### src/rtl/ldconv_unit.sv
// ldconv_unit: load converter between EX and the data memory port.
// Issues word-aligned reads for LB/LH/LW/LBU/LHU, then selects and
// sign/zero-extends the addressed byte, half or word from the returned data.
// Optional feature macro: LDCONV_LOAD_SPLIT_EN. When it is defined, a
// misaligned load is served by two aligned reads that are merged. When it is
// undefined, a misaligned load completes at once with err=1.
module ldconv_unit (
    input  logic        clock,
    input  logic        reset,
    input  logic        start,
    input  logic [31:0] ir,
    input  logic [31:0] addr,
    output logic        mem_req,
    output logic [31:0] mem_addr,
    input  logic        mem_ack,
    input  logic [31:0] mem_rdata,
    output logic        busy,
    output logic        done,
    output logic        err,
    output logic [31:0] out
);

    typedef enum logic [1:0] {IDLE, REQ0, REQ1, DONE} state_t;

    state_t     state;
    logic [2:0] f3;     // latched funct3
    logic [1:0] off;    // latched byte offset within the word
`ifdef LDCONV_LOAD_SPLIT_EN
    logic [31:0] w0;    // first word of a split access
`endif

    // Only funct3 is consumed from the instruction.
    logic unused_ir;
    assign unused_ir = ^{ir[31:15], ir[11:0]};

    // Funct3 codes 011, 110 and 111 are not loads.
    function automatic logic illegal_f3(input logic [2:0] f);
        illegal_f3 = (f == 3'b011) || (f[2:1] == 2'b11);
    endfunction

    // An access is misaligned when it runs past the end of the word.
    // Halves are misaligned only at offset 3; byte loads never are.
    function automatic logic misaligned(input logic [2:0] f, input logic [1:0] o);
        misaligned = ((f[1:0] == 2'b01) && (o == 2'd3)) ||
                     ((f == 3'b010) && (o != 2'd0));
    endfunction

    // Shift the {w1,w0} pair down to the addressed byte, then extend.
    function automatic logic [31:0] extract(input logic [2:0] f, input logic [1:0] o,
                                            input logic [63:0] dw);
        logic [31:0] d;
        d = 32'(dw >> {o, 3'b000});
        case (f)
            3'b000:  extract = {{24{d[7]}}, d[7:0]};
            3'b100:  extract = {24'b0, d[7:0]};
            3'b001:  extract = {{16{d[15]}}, d[15:0]};
            3'b101:  extract = {16'b0, d[15:0]};
            default: extract = d;
        endcase
    endfunction

    logic [2:0] s_f3;
    logic [1:0] s_off;
    logic       s_reject;

    // Decode of the request presented with start.
    always_comb begin
        s_f3  = ir[14:12];
        s_off = addr[1:0];
`ifdef LDCONV_LOAD_SPLIT_EN
        s_reject = illegal_f3(s_f3);
`else
        s_reject = illegal_f3(s_f3) || misaligned(s_f3, s_off);
`endif
    end

    // Control FSM with registered outputs; done is a one-cycle pulse.
    always_ff @(posedge clock or negedge reset) begin
        if (!reset) begin
            state    <= IDLE;
            f3       <= 3'b000;
            off      <= 2'b00;
            mem_req  <= 1'b0;
            mem_addr <= 32'h0;
            busy     <= 1'b0;
            done     <= 1'b0;
            err      <= 1'b0;
            out      <= 32'h0;
`ifdef LDCONV_LOAD_SPLIT_EN
            w0       <= 32'h0;
`endif
        end else begin
            done <= 1'b0;
            case (state)
                IDLE, DONE: begin
                    if (start) begin
                        f3  <= s_f3;
                        off <= s_off;
                        if (s_reject) begin
                            // Rejected loads never touch memory.
                            state <= DONE;
                            done  <= 1'b1;
                            err   <= 1'b1;
                            out   <= 32'h0;
                        end else begin
                            state    <= REQ0;
                            mem_req  <= 1'b1;
                            busy     <= 1'b1;
                            mem_addr <= {addr[31:2], 2'b00};
                        end
                    end else begin
                        state <= IDLE;
                    end
                end
                REQ0: begin
                    if (mem_ack) begin
`ifdef LDCONV_LOAD_SPLIT_EN
                        if (misaligned(f3, off)) begin
                            // Request stays up; the address moves to the next word.
                            w0       <= mem_rdata;
                            state    <= REQ1;
                            mem_addr <= mem_addr + 32'd4;
                        end else
`endif
                        begin
                            state   <= DONE;
                            mem_req <= 1'b0;
                            busy    <= 1'b0;
                            done    <= 1'b1;
                            err     <= 1'b0;
                            out     <= extract(f3, off, {32'h0, mem_rdata});
                        end
                    end
                end
`ifdef LDCONV_LOAD_SPLIT_EN
                REQ1: begin
                    if (mem_ack) begin
                        state   <= DONE;
                        mem_req <= 1'b0;
                        busy    <= 1'b0;
                        done    <= 1'b1;
                        err     <= 1'b0;
                        out     <= extract(f3, off, {mem_rdata, w0});
                    end
                end
`endif
                default: state <= IDLE;
            endcase
        end
    end

endmodule

### config.mk
export PLATFORM = sky130hd
export DESIGN_NAME = ldconv_unit
export DESIGN_NICKNAME = d
export VERILOG_FILES = /design/src/rtl/ldconv_unit.sv
export SDC_FILE = /design/constraint.sdc
export NUM_CORES = 1
export LEC_CHECK = 0
export ABC_CLOCK_PERIOD_IN_PS = 2110
export CAP_MARGIN = 0
export CELL_PAD_IN_SITES_DETAIL_PLACEMENT = 0
export CELL_PAD_IN_SITES_GLOBAL_PLACEMENT = 1
export CORE_MARGIN = 1
export CORE_UTILIZATION = 27
export CTS_CLUSTER_SIZE = 12
export DETAILED_ROUTE_END_ITERATION = 8
export PLACE_DENSITY_LB_ADDON = 0.2
export SYNTH_ARGS = -nofsm -noshare
export SYNTH_HDL_FRONTEND = slang
export SYNTH_SLANG_ARGS = --single-unit
### constraint.sdc
create_clock -name clock -period 2.11 [get_ports clock]
set_input_delay 0.633 -clock clock [delete_from_list [all_inputs] [get_ports clock]]
set_output_delay 0.633 -clock clock [all_outputs]
set_load 0.1 [all_outputs]
==> results of run 1 <==
[synth_stat cells, types with 3 or more instances]
cell type,count
o21ai_0,20
a21oi_1,11
a221o_2,4
a221o_1,12
dfrtp_1,72
nor2b_1,9
mux2_2,45
clkbuf_1,6
inv_1,3
buf_2,8
mux2i_1,10
o41ai_1,7
buf_4,3
nor2_1,9
a211oi_1,8
nand2_1,31
[cell type report]
type	count	area [um2]
clock inverter	5	55.1
fill	1114	6090
antenna	4	10.0
multi-input combinational	190	1500
timing repair buffer	156	2230
sequential	72	1800
inverter	4	15.0
clock buffer	11	253
tap	168	210
[path summary, 6_finish.rpt]
path,startpoint,end,depth (start not counted)
max in group asynchronous,reset,mem_addr[13],2
min in group clock,state[0],state[0],2
worst min register to register,state[0],state[0],2
worst min-delay path,reset,out[3],1
worst max-delay path,ir[14],out[29],6
worst max register to register,state[0],out[5],6
[registers in the layout (all words and copies together) (netlist names)]
register and flops:
out 32, mem_addr 30, f3 3, off 2, state 2, busy 1
done 1, err 1
[stage by stage]
step	area [um2]	setup TNS, ns	utilization (%)	setup slack, ns
finish	6070	0	49.9	0.0520
global route	6070	0	49.9	0.00421
CTS	6050	0	49.8	0.0490
detailed placement	5730	-22.18	47.2	-0.479
global placement	5730	-20.38	47.2	-0.439
floorplan	3410	0	-	0.0391
[per-layer routing]
metal	up-vias	share of wire, %	GRT usage (%)
met5	-	0	0
met2	116	47	26.4
li1	1352	-	-
met3	12	10	6.30
met1	1388	41	20.6
met4	0	1.4	5.80
[cells by family after synthesis]
kind of cell | Yosys count | synth area share, %
multiplexers | 55 | 17.8
XOR/XNOR | 1 | 0.257
AND/OR/NAND/NOR | 56 | 7.46
buffers and inverters | 25 | 3.82
flip-flops | 72 | 52.9
AO/OA/AOI/OAI | 73 | 16.8
adder cells (fa/ha/maj) | 2 | 0.735
other | 1 | 0.110
[layout by cell type (no fill, tap or decap), types with 7 or more instances in the layout]
cell	netlist	routed
buf_12	0	71
nand2_1	31	31
a21oi_1	11	10
dfrtp_1	72	72
mux2_2	45	45
nor2b_1	9	9
o21ai_0	20	20
clkbuf_16	0	9
a221o_1	12	12
buf_4	3	16
o41ai_1	7	7
clkdlybuf4s50_1	0	65
nor2_1	9	8
mux2i_1	10	10
a211oi_1	8	8
[critical path, cell delays in order]
cell and delay (ns):
dlygate4sd2_1 0.25, o31a_1 0.34, o2111ai_4 0.30, a2111oi_4 0.12
and2b_2 0.28, a221o_1 0.35
[repair_timing]
action                                  4_1_cts  5_1_grt
endpoints found under the setup margin       18       16
cloned                                        1        0
gates resized for setup                       7        2
pin swaps                                     5        0
==> results.json, run 1 <==
{
  "status": "complete, no violations",
  "cp-start-kind": "input pin",
  "avgSynthCellArea_um2": 11.9,
  "place.gp.congestion": 0.757,
  "fin_skew_ns": 0.00704,
  "synth_top_area_share_pct": 52.9,
  "syn2layout_area_growth_pct": 78.3,
  "min_path_type": "in -> async",
  "period_minus_slack_ns": 2.06,
  "pin_count": 168,
  "grt_pass1_vias": 3053,
  "synth-edff-count": 0,
  "cts.sinks": 72,
  "ys_types": 39,
  "rrSetupSlack_ns": 0.13,
  "cts_tree": "built",
  "routed_wirelength_mm": 10.1,
  "cts_hold_buf": 0,
  "drtPass1Iterations": 4,
  "place_inst": 589,
  "maxSlewHeadroom_pct": 60.3,
  "grt_pass1_wl_mm": 16.4,
  "ys_seq_elements": 72,
  "num_vias": 2868,
  "start_util_pct": 28.0,
  "synth_seq_area_share_pct": 52.9,
  "final_layout_size_suffix_gt1_share_pct": 37.2,
  "overflow": 0,
  "crit_arrival_ns": 2.27,
  "grt_max_degree": 44,
  "crit_type": "in -> reg",
  "maxCapViolations": 0,
  "hold_viol_final": 0,
  "die_w_um": 114,
  "synth_area_leaders": "dfrtp_1 (53%), mux2_2 (15%), a221o_1 (3.5%)",
  "endpoint_kind": "flop",
  "cts-root-buf": "clkbuf_16",
  "clock.fmax_ghz": 0.486,
  "setup_violations": 0,
  "clk_latency_ns": 0.33,
  "ant_nets": 0,
  "cts_buffer_depth": 2,
  "grt_setup_unrepaired": "no",
  "dpl.hpwl_mm": 7.50,
  "synthCells": 285,
  "antenna_found_initial": 4,
  "drt_iter0_markers": 104,
  "async_reset_ff_share_pct": 100,
  "wl_per_cell_um": 16.6,
  "core_um2": 12200,
  "critPathMaxFanout": 8,
  "cts_made_buffers": 9,
  "row_count": 40,
  "post_cts_buffers": 0,
  "htree_levels": 3,
  "layout.nets": 535,
  "die_area_um2": 13100,
  "die_y_um": 114,
  "tightest_slew_ns": 0.595,
  "via_per_inst": 4.70,
  "yosysTopAreaCell": "dfrtp_1",
  "path_clk_slew_ns": 0.06,
  "netlist_area_um2": 3400,
  "maxSlewViolCount": 0,
  "ys.flop_type": "dfrtp_1",
  "ys_warn_count": 0,
  "cp_data_required_time_ns": 2.32,
  "port_buffers": 136,
  "hold_ws_ns": 0.233,
  "grt_use_total_pct": 16.6,
  "stdcell_count": 610,
  "drc": 0,
  "period_share_pct": 97.5
}
Power of run 1 is not shown: default switching activity piles up to over one toggle a cycle in this logic, so the estimate is an artifact.
==> inputs of run 2 (changes only) <==
--- a/config.mk
+++ b/config.mk
@@ -11,6 +11,7 @@
 export CELL_PAD_IN_SITES_GLOBAL_PLACEMENT = 1
 export CORE_MARGIN = 1
 export CORE_UTILIZATION = 27
+export CTS_BUF_LIST = sky130_fd_sc_hd__clkbuf_16
 export CTS_CLUSTER_SIZE = 12
 export DETAILED_ROUTE_END_ITERATION = 8
 export PLACE_DENSITY_LB_ADDON = 0.2
==> results.json, run 2 (synthesis results as in run 1) <==
{
  "endpoint_kind": "flop",
  "routed_wirelength_mm": 10.2,
  "wl_per_cell_um": 16.7,
  "cp_data_required_time_ns": 2.32,
  "r2r_start": "state[0]",
  "top_register": "out",
  "rrSetupSlack_ns": 0.13,
  "overflow": 0,
  "ant_nets": 0,
  "start_util_pct": 28.0,
  "largest_reg_flops": 32,
  "critPathMaxFanout": 8,
  "tightest_slew_ns": 0.577,
  "final.setup.tns_ns": 0,
  "largestRegisters": "out x32, mem_addr x30, f3 x3",
  "period_minus_slack_ns": 2.06,
  "die_y_um": 114,
  "drt_iter0_markers": 104,
  "cts_buffer_depth": 2,
  "crit_type": "in -> reg",
  "status": "complete, no violations",
  "grt_max_degree": 44,
  "grt_setup_unrepaired": "no",
  "path_clk_slew_ns": 0.06,
  "syn2layout_area_growth_pct": 77.8,
  "setup_ws_ns": 0.0480,
  "final_util_pct": 49.7,
  "reg2reg_depth": 6,
  "crit_arrival_ns": 2.28,
  "fin_skew_ns": 0.00691,
  "place.gp.congestion": 0.757,
  "maxSlewHeadroom_pct": 61.5,
  "port_buffers": 136,
  "antenna_found_initial": 4,
  "num_vias": 2879,
  "core_um2": 12200,
  "drtPass1Iterations": 4,
  "dpl.hpwl_mm": 7.50,
  "cts_tree": "built",
  "grt_pass1_wl_mm": 16.4,
  "drc": 0,
  "setup_violations": 0,
  "die_w_um": 114,
  "period_share_pct": 97.7,
  "clock.fmax_ghz": 0.485,
  "grt_use_total_pct": 16.6,
  "final_common_cell": "dfrtp_1",
  "via_per_inst": 4.72,
  "clk_latency_ns": 0.33,
  "pin_count": 168,
  "grt_pass1_vias": 3054,
  "die_area_um2": 13100,
  "dp_slack_ns": -0.479,
  "layout_common_cells": "dfrtp_1 (72), buf_12 (71), clkdlybuf4s50_1 (65)",
  "cts_made_buffers": 9,
  "cts.sinks": 72,
  "maxSlewViolCount": 0,
  "final_layout_size_suffix_gt1_share_pct": 36.8,
  "min_path_type": "in -> async",
  "r2r_end": "out[5]",
  "hold_viol_final": 0,
  "htree_levels": 3,
  "post_cts_buffers": 0,
  "fillCellCount": 1116,
  "cts-root-buf": "clkbuf_16",
  "crit_start": "ir[14]",
  "cp-start-kind": "input pin",
  "maxCapViolations": 0,
  "row_count": 40,
  "layout.nets": 535
}
run 2: worst max-delay path by stage:
stage | end | slack [ns] | cells past startpoint
6_report | out[29] | 0.05 | 6
5_1_grt | out[29] | 0.004 | 6
4_1_cts | out[29] | 0.05 | 6
3_5_place_dp | out[17] | -0.48 | 6
3_3_place_gp | out[16] | -0.44 | 6
2_1_floorplan | out[29] | 0.04 | 6
run 2: cell type report:
| class | count | area (um2) | share of cell area, % |
|---|---|---|---|
| multi-input cells | 190 | 1500 | 24.8 |
| clock buffers | 9 | 225 | 3.72 |
| well taps | 168 | 210 | 3.47 |
| diodes | 4 | 10.0 | 0.165 |
| repair buffers | 156 | 2230 | 36.8 |
| inverters | 4 | 15.0 | 0.248 |
| flip-flops and latches | 72 | 1800 | 29.8 |
| clock inverters | 7 | 62.6 | 1.03 |
run 2: repair_timing:
action	4_1_cts	5_1_grt
endpoints found under the setup margin	18	16
cloned	1	0
gates resized for setup	7	2
pin swaps	5	0
hold buffers	0	0
run 2: critical path, cell delays in order:
cell and delay [ns]:
dlygate4sd2_1 0.25, o31a_1 0.34, o2111ai_4 0.30, a2111oi_4 0.12
and2b_2 0.29, a221o_1 0.35
run 2: per-layer routing:
metal / wire length (um) / track usage (%) / part of all wire [%] / vias up
met1: 4340 / 20.5 / 43 / 1398
met4: 144 / 5.80 / 1.4 / 0
li1: - / - / - / 1349
met5: 0 / 0 / 0 / -
met3: 919 / 6.30 / 9.0 / 12
met2: 4770 / 26.5 / 47 / 120
run 2: metrics by stage:
step	cell area [um2]	cells	hold WS (ns)
6_report	6050	610	0.241
5_1_grt	6050	609	0.273
4_1_cts	6030	606	0.246
3_5_place_dp	5730	589	0.511
3_3_place_gp	5730	589	0.493
2_1_floorplan	3410	286	0.337
Power of run 2 is left out for the same reason.
==> inputs of run 3 (changes only) <==
--- a/config.mk
+++ b/config.mk
@@ -14,6 +14,7 @@
 export CTS_BUF_LIST = sky130_fd_sc_hd__clkbuf_16
 export CTS_CLUSTER_SIZE = 12
 export DETAILED_ROUTE_END_ITERATION = 8
+export GPL_TIMING_DRIVEN = 1
 export PLACE_DENSITY_LB_ADDON = 0.2
 export SYNTH_ARGS = -nofsm -noshare
 export SYNTH_HDL_FRONTEND = slang
==> results of run 3 <==
The final DEF is identical to that of run 2; final timing and power are the same.
Power of run 3 is left out for the same reason.
